--- src/rtl/btn_pkg.sv ---
// btn_pkg: shared constants, width helper and edge-type enum for the
// button debounce/pulse block.
//   DB_CYCLES_DEF   default debounce length (stable samples to accept)
//   RPT_DELAY_DEF   default hold time before the first auto-repeat pulse
//   RPT_PERIOD_DEF  default spacing of subsequent auto-repeat pulses
//   btn_width(v)    bits needed to hold the value v (at least 1)
//   edge_t          accepted-edge classification for one channel
package btn_pkg;

    localparam int DB_CYCLES_DEF  = 16;
    localparam int RPT_DELAY_DEF  = 1024;
    localparam int RPT_PERIOD_DEF = 256;

    typedef enum logic [1:0] {
        EDGE_NONE,
        EDGE_RISE,
        EDGE_FALL
    } edge_t;

    // Smallest w such that 2**w > v, i.e. a w-bit counter can reach v.
    function automatic int btn_width(input int v);
        int w;
        w = 1;
        while ((1 << w) <= v && w < 31)
            w = w + 1;
        return w;
    endfunction

endpackage

--- src/rtl/btn_debounce_chan.sv ---
// btn_debounce_chan: one input channel -- two-flop synchroniser, debounce
// counter, debounced level flop, registered rise/fall pulses and (with
// BTN_AUTO_REPEAT_EN defined) a hold counter that re-fires rise.
// Ports:
//   clk, rst_n  clock, asynchronous active-low reset
//   ena         enable; low freezes counter/level and blanks pulses
//   raw         asynchronous raw input
//   level       debounced level
//   rise, fall  one-cycle registered edge pulses
//   rise_nxt    next-cycle value of rise, for the top-level any_rise flop
module btn_debounce_chan
    import btn_pkg::*;
#(
    parameter int DB_CYCLES  = DB_CYCLES_DEF,
    parameter int DB_W       = btn_width(DB_CYCLES),
    parameter int RPT_DELAY  = RPT_DELAY_DEF,
    parameter int RPT_PERIOD = RPT_PERIOD_DEF
) (
    input  logic clk,
    input  logic rst_n,
    input  logic ena,
    input  logic raw,
    output logic level,
    output logic rise,
    output logic fall,
    output logic rise_nxt
);

    if (DB_CYCLES < 1 || (1 << DB_W) <= DB_CYCLES || RPT_DELAY < 1 || RPT_PERIOD < 1) begin : g_bad_param
        $error("btn_debounce_chan: illegal parameter set");
    end

    logic [1:0]      sync_q;
    logic            sync;
    logic [DB_W-1:0] cnt_q;
    logic            level_q;
    logic            accept;
    logic            rpt_hit;
    logic            fall_nxt;
    edge_t           edge_nxt;

    assign sync  = sync_q[1];
    assign level = level_q;

    // Synchroniser runs even with ena low so the chain is never stale.
    always_ff @(posedge clk or negedge rst_n) begin
        if (!rst_n)
            sync_q <= '0;
        else
            sync_q <= {sync_q[0], raw};
    end

    // Accept on the DB_CYCLES-th consecutive mismatching sample.
    assign accept = (sync != level_q) && (cnt_q == DB_W'(DB_CYCLES - 1));

    always_comb begin
        edge_nxt = EDGE_NONE;
        if (ena && accept)
            edge_nxt = sync ? EDGE_RISE : EDGE_FALL;
        rise_nxt = (edge_nxt == EDGE_RISE) || rpt_hit;
        fall_nxt = (edge_nxt == EDGE_FALL);
    end

    always_ff @(posedge clk or negedge rst_n) begin
        if (!rst_n) begin
            cnt_q   <= '0;
            level_q <= 1'b0;
            rise    <= 1'b0;
            fall    <= 1'b0;
        end else begin
            rise <= rise_nxt;
            fall <= fall_nxt;
            if (ena) begin
                if (sync == level_q) begin
                    cnt_q <= '0;
                end else if (accept) begin
                    level_q <= sync;
                    cnt_q   <= '0;
                end else begin
                    cnt_q <= cnt_q + DB_W'(1);
                end
            end
        end
    end

`ifdef BTN_AUTO_REPEAT_EN
    localparam int RW = btn_width((RPT_DELAY > RPT_PERIOD) ? RPT_DELAY : RPT_PERIOD);

    logic [RW-1:0] hold_q;
    logic          armed_q;   // first (long) delay already served
    logic [RW-1:0] rpt_lim;

    assign rpt_lim = armed_q ? RW'(RPT_PERIOD - 1) : RW'(RPT_DELAY - 1);
    // Suppressed on an accepting cycle so a release can never coincide
    // with a repeat rise on the same channel.
    assign rpt_hit = ena && level_q && !accept && (hold_q == rpt_lim);

    always_ff @(posedge clk or negedge rst_n) begin
        if (!rst_n) begin
            hold_q  <= '0;
            armed_q <= 1'b0;
        end else if (!ena || !level_q) begin
            hold_q  <= '0;
            armed_q <= 1'b0;
        end else if (hold_q == rpt_lim) begin
            hold_q  <= '0;
            armed_q <= 1'b1;
        end else begin
            hold_q <= hold_q + RW'(1);
        end
    end
`else
    assign rpt_hit = 1'b0;
`endif

endmodule

--- src/rtl/btn_debounce_pulse.sv ---
// btn_debounce_pulse: synchronises, debounces and edge-detects N_BTN raw
// button lines for the counter datapath.
// Optional feature: define BTN_AUTO_REPEAT_EN for held-button auto-repeat
// on btn_rise (RPT_DELAY first, then every RPT_PERIOD cycles).
// Ports:
//   clk, rst_n  clock, asynchronous active-low reset
//   ena         global enable; low freezes debounce state and blanks pulses
//   btn_raw     asynchronous raw inputs
//   btn_level   debounced levels
//   btn_rise    one-cycle pulse per accepted 0->1 (and per repeat)
//   btn_fall    one-cycle pulse per accepted 1->0
//   any_rise    registered OR of btn_rise, coincident with it
module btn_debounce_pulse
    import btn_pkg::*;
#(
    parameter int N_BTN      = 4,
    parameter int DB_CYCLES  = DB_CYCLES_DEF,
    parameter int DB_W       = btn_width(DB_CYCLES),
    parameter int RPT_DELAY  = RPT_DELAY_DEF,
    parameter int RPT_PERIOD = RPT_PERIOD_DEF
) (
    input  logic             clk,
    input  logic             rst_n,
    input  logic             ena,
    input  logic [N_BTN-1:0] btn_raw,
    output logic [N_BTN-1:0] btn_level,
    output logic [N_BTN-1:0] btn_rise,
    output logic [N_BTN-1:0] btn_fall,
    output logic             any_rise
);

    if (N_BTN < 1 || N_BTN > 8) begin : g_bad_nbtn
        $error("btn_debounce_pulse: N_BTN must be 1..8");
    end

    logic [N_BTN-1:0] rise_nxt;

    for (genvar g = 0; g < N_BTN; g++) begin : g_chan
        btn_debounce_chan #(
            .DB_CYCLES (DB_CYCLES),
            .DB_W      (DB_W),
            .RPT_DELAY (RPT_DELAY),
            .RPT_PERIOD(RPT_PERIOD)
        ) u_chan (
            .clk     (clk),
            .rst_n   (rst_n),
            .ena     (ena),
            .raw     (btn_raw[g]),
            .level   (btn_level[g]),
            .rise    (btn_rise[g]),
            .fall    (btn_fall[g]),
            .rise_nxt(rise_nxt[g])
        );
    end

    // Registered from the channels' next-state rise so it lines up with
    // btn_rise instead of trailing it by a cycle.
    always_ff @(posedge clk or negedge rst_n) begin
        if (!rst_n)
            any_rise <= 1'b0;
        else
            any_rise <= |rise_nxt;
    end

endmodule

--- config.mk ---
export PLATFORM = sky130hd
export DESIGN_NAME = btn_debounce_pulse
export DESIGN_NICKNAME = d
export VERILOG_FILES = /design/src/rtl/btn_pkg.sv /design/src/rtl/btn_debounce_chan.sv /design/src/rtl/btn_debounce_pulse.sv
export SDC_FILE = /design/constraint.sdc
export NUM_CORES = 1
export LEC_CHECK = 0
export CAP_MARGIN = 40
export CORE_AREA = 2 2 69 58
export DETAILED_ROUTE_END_ITERATION = 10
export DIE_AREA = 0 0 71 60
export DONT_BUFFER_PORTS = 1
export GPL_ROUTABILITY_DRIVEN = 0
export PLACE_DENSITY = 0.75
export SLEW_MARGIN = 15
export SYNTH_ARGS = -nofsm -noshare
export SYNTH_HDL_FRONTEND = slang
export SYNTH_SLANG_ARGS = --single-unit
--- constraint.sdc ---
create_clock -name clk -period 1.9 [get_ports clk]
set_input_delay 0.38 -clock clk [delete_from_list [all_inputs] [get_ports clk]]
set_output_delay 0.38 -clock clk [all_outputs]
set_load 0.1 [all_outputs]
[Word level (Yosys, flattened, before mapping)]
Index checks and enable logic that the tools add are counted.
Storage, ports and cells
  register bits after elaboration: 41
  input port bits: 7
  output and inout port bits: 13
  logic and storage cells: 78
Operators by class
  $add $sub $neg: 4
  equality and inequality tests: 20
  multiplexer cells: 16
  bitwise gates (word level): 4
  reduce and logical (&&, ||, !) cells: 13
Operators by type and width (number)
  $mux W5: 8
  $add A5 B1 Y5 const B: 4
  $eq A5 B4 Y1 const B: 4
  $mux W2: 8
  $reduce_and A3 Y1: 4
  $eq A2 B1 Y1 const B: 4
  $eq A2 B2 Y1 const B: 4
  $logic_and A1 B1 Y1: 8
  $eq A1 B1 Y1: 4
  $ne A1 B1 Y1: 4
  $not A1 Y1: 4
  $reduce_or A4 Y1: 1

[Logic depth before layout (Yosys ltp)]
  word-level depth: 6
  gate-level depth with buffers: 5
  depth with buffers taken out: 4

[By module]
Synthesis repeated with hierarchy kept, for this count alone.
Second synthesis, totals
  cell total of the unflattened synthesis: 138
  area, all modules: 1759.2 um^2
By module, submodules not included
  btn_debounce_chan: times used 4, cells each 34, area an instance 431.7 um^2, sequential area each 250.2 um^2
  btn_debounce_pulse: times used 1, cells each 2, area an instance 32.5 um^2, sequential area each 25.0 um^2

[Worst setup path before layout]
No wires, ideal clock.
  path kind: register to register
  start point: register g_chan[1].u_chan.cnt_q[0]
  end point: register g_chan[1].u_chan.level_q
  library setup time: 125 ps
  data arrival time: 1252 ps
  data required time: 1775 ps
  setup slack: 523 ps
  cell stages (with the launch flop): 5
  buffers on the path: 0
  period minus slack after synthesis: 1377 ps
  path through: dfrtp_1 -> ha_1 -> nand4b_2 -> or2_4 -> mux2_4
On the way
  cells in the longest elaborated chain, start to end: 3
Ends and longest elaborated chain
  start, declared: RTL line btn_debounce_chan.sv:35  | logic [DB_W-1:0] cnt_q;
  start signal, assigned: RTL line btn_debounce_chan.sv:80  | cnt_q <= cnt_q + DB_W'(1);
  $eq A5 B4 Y1: RTL line btn_debounce_chan.sv:54  | assign accept = (sync != level_q) && (cnt_q == DB_W'(DB_CYCLES - 1));
  $logic_and A1 B1 Y1: RTL line btn_debounce_chan.sv:54
  $reduce_and A3 Y1 (no source line)
  end signal, assigned: RTL line btn_debounce_chan.sv:77  | level_q <= sync;
  end, declared: RTL line btn_debounce_chan.sv:36  | logic level_q;
No other way between the ends.
A chain may end at the register's enable or synchronous reset.

[Worst setup path after layout]
Same ends and word-level chain as after synthesis.

==> metrics <==
unrepaired setup endpoints after global routing=no; shortest period the worst path allows=1480 ps; register share of total power=a little under three fifths; max_slew headroom=~78%; Post-synth EDFFs=0; clock-pin slew on the worst setup and hold paths=80 ps; setup_tns=0 ps; layout cells sized above 1=about a fifth; combinational share of power=about an eighth; Root Driver=clkbuf_8; Synth Instances=~150; status=finished clean; Hold WS=112 ps; syn avg cell area=approximately 12 um2; Final setup viols=0; total CTS buffers=5; row count=20; initial antenna violation count=0; Initial DRC Count=76; Post-synth top flop=dfrtp_1; port bufs=0; Via Count=~1100; CP Cell Sequence=ha_1 -> nand4b_2 -> or2_4 -> mux2_4; TritonCTS clock tree=built; IO Count=20; Initial Utilization=about half; global-route wire length before repair=a little over 5 mm; via/cell ratio=between 5 and 6; P_int=around 0.0013 W; total gr overflow=0; Hold Path Class=input pin to flop; H-tree Lvls=2; YS warnings=0; core area=approximately 3600 um2; Worst Setup End Kind=flop; switching portion of total power=between 20% and 30%; Die Y=60 um; Seq cells post-synth=41; Post-Syn Area=1830 um2; fillers=~300; Syn-to-layout area delta=9.15%; worst path bufs/invs=0; sequential share of the synthesized area=between 50% and 60%; fmax=between 600 and 700 MHz; max incr delay on CP=approximately 390 ps; post-route ant nets=0; Leakage Power=roughly 1 nW; CTS Sinks=41; Top Family by Delay on Critical Path=simple AND/OR/NAND/NOR gates; clock tree buffer depth=2; Slew Limit Fails=0; pin count of the biggest net entering global routing=42; Crit Path Max Fanout=4; TritonRoute pass-1 iters=5; dpl hpwl=~2 mm; # Post-CTS Setup Buffers=0; DRC errors left=0; Hold Violations, Final=0; DR WL/cell=between 10 and 15 um; Skew-Pair Late Insertion Delay=290 ps; FFs w/ async S/R, synth=100%; CP Launch Type=flop; Sw Pwr=between 0.0004 and 0.0005 W; WP data arrival=about 1700 ps; # diodes=0; WP data required=~2100 ps; Clock power frac=between 30% and 40%; worst slew pin tran=around 330 ps; Final nets=approximately 170; die width=71 um; Tcrit/Tclk final=~80%; final wirelength=a little under 3 mm; critical path type=flop to flop; Final Skew=around 4.5 ps; areal power density over the cells=around 900 nW/um2; vias in the first global route=1118; VDD IR max=slightly below 500 uV; cts hold-fix bufs=2; Synth Net Count=162; distinct cell type count after synthesis=32; Crit-path slowest cell=dfrtp_1; die area=between 4000 and 5000 um2; gr usage total=approximately 16%; max-cap violations=0; Post-CTS Resized=0
==> area by class of cell <==
class | count | area, um2 | area share (%)
Tap cell | 44 | 55.1 | 2.75
Clock buffer | 5 | 68.8 | 3.44
Sequential cell | 41 | 1030 | 51.3
Multi-Input combinational cell | 90 | 683 | 34.1
Timing Repair Buffer | 16 | 135 | 6.75
Clock inverter | 3 | 17.5 | 0.876
Inverter | 4 | 15.0 | 0.750
==> cells by family (layout without fill, tap and decap cells) <==
family          after synthesis  count (layout)  synth area share, %
compound gates               23              23                 9.90
xor+xnor                      5               5                 2.39
fa+ha+maj                     4               4                 2.73
buf+inv                      20              28                 6.76
flops                        41              41                 56.0
mux                          13              13                 7.58
simple gates                 45              45                 14.7
==> sequential cells by signal (all words and copies together) (netlist names) <==
register	count
g_chan.u_chan.level	4
g_chan.u_chan.fall	4
g_chan.u_chan.sync_q	8
g_chan.u_chan.cnt_q	20
any_rise	1
g_chan.u_chan.rise	4
==> metal layers <==
layer  global-route usage (%)  share of wire [%]
met1                     19.9                 46
met2                     26.6                 47
met3                     4.89                5.2
met4                     7.28                1.7
met5                        0                  0
==> worst paths after layout <==
path	start	to	slack (ps)	cells after the start
worst max-delay path	g_chan[1].u_chan.cnt_q[0]	g_chan[1].u_chan.level	420	4
worst min-delay path	btn_raw[3]	g_chan[3].u_chan.sync_q[0]	110	0
worst max register to register	g_chan[1].u_chan.cnt_q[0]	g_chan[1].u_chan.level	420	4
worst min register to register	g_chan[0].u_chan.sync_q[0]	g_chan[0].u_chan.sync_q[1]	350	0
max in group asynchronous	rst_n	g_chan[2].u_chan.fall	1160	2
min in group asynchronous	rst_n	g_chan[3].u_chan.sync_q[1]	530	2
==> synthesized netlist by cell type (2+ instances only) <==
cell	count	area (um2)
o31ai_1	2	15.0
o21ai_0	3	15.0
o2bb2ai_1	9	78.8
dfrtp_1	41	1030
mux2i_1	9	90.1
a21boi_0	3	22.5
mux2_2	3	33.8
buf_2	3	15.0
nand3b_1	2	15.0
xor2_1	4	35.0
a22o_1	2	17.5
nor2b_1	3	18.8
buf_4	12	90.1
ha_1	4	50.1
and4b_1	3	30.0
nand2b_1	3	18.8
nand2_1	16	60.1
nor3b_1	4	30.0
nand3_1	7	35.0
inv_1	4	15.0
nand4b_1	3	26.3
==> stage by stage <==
step	setup slack, ps	total power [W]	cell area [um2]	utilization [%]	cells
detailed placement	423	0.00126	1880	51.9	193
floorplan	523	0.00121	1830	-	151
finish	419	0.00181	2000	55.1	203
global placement	500	0.00124	1880	51.9	193
global route	360	0.00192	2000	55.1	203
CTS	419	0.00183	2000	55.1	203
==> power groups by stage <==
stage	sequential, W	clock [W]	combinational [W]
6_report	0.00104	0.000546	0.000221
5_1_grt	0.00106	0.000613	0.000254
4_1_cts	0.00104	0.000567	0.000226
3_5_place_dp	0.00106	0	0.000202
3_3_place_gp	0.00105	0	0.000189
2_1_floorplan	0.00103	0	0.000181
==> cell usage in the layout, fill, tap and decap left out <==
cell type | synthesis | routed
xnor2_1 | 1 | 1
mux2_2 | 3 | 3
o31ai_1 | 2 | 2
or2_4 | 1 | 1
and4b_1 | 3 | 3
o2bb2ai_1 | 9 | 9
and3_1 | 1 | 1
dfrtp_1 | 41 | 41
clkinv_2 | 0 | 2
buf_12 | 0 | 1
nand3b_1 | 2 | 2
a31oi_1 | 1 | 1
a21boi_0 | 3 | 3
nand2b_1 | 3 | 3
o21a_1 | 1 | 1
mux2i_1 | 9 | 9
o2111ai_1 | 1 | 1
mux2_4 | 1 | 1
a22o_1 | 2 | 2
a22o_2 | 1 | 1
clkinvlp_4 | 0 | 1
o21ai_0 | 3 | 3
clkbuf_8 | 0 | 5
xor2_1 | 4 | 4
buf_4 | 12 | 14
dlygate4sd3_1 | 0 | 1
nor3b_1 | 4 | 4
nand4b_2 | 1 | 1
ha_1 | 4 | 4
nor2b_1 | 3 | 3
nor3_1 | 1 | 1
nand2_1 | 16 | 16
inv_1 | 4 | 4
nand3_1 | 7 | 7
nand4b_1 | 3 | 3
Power figures use the tool's default switching activity.
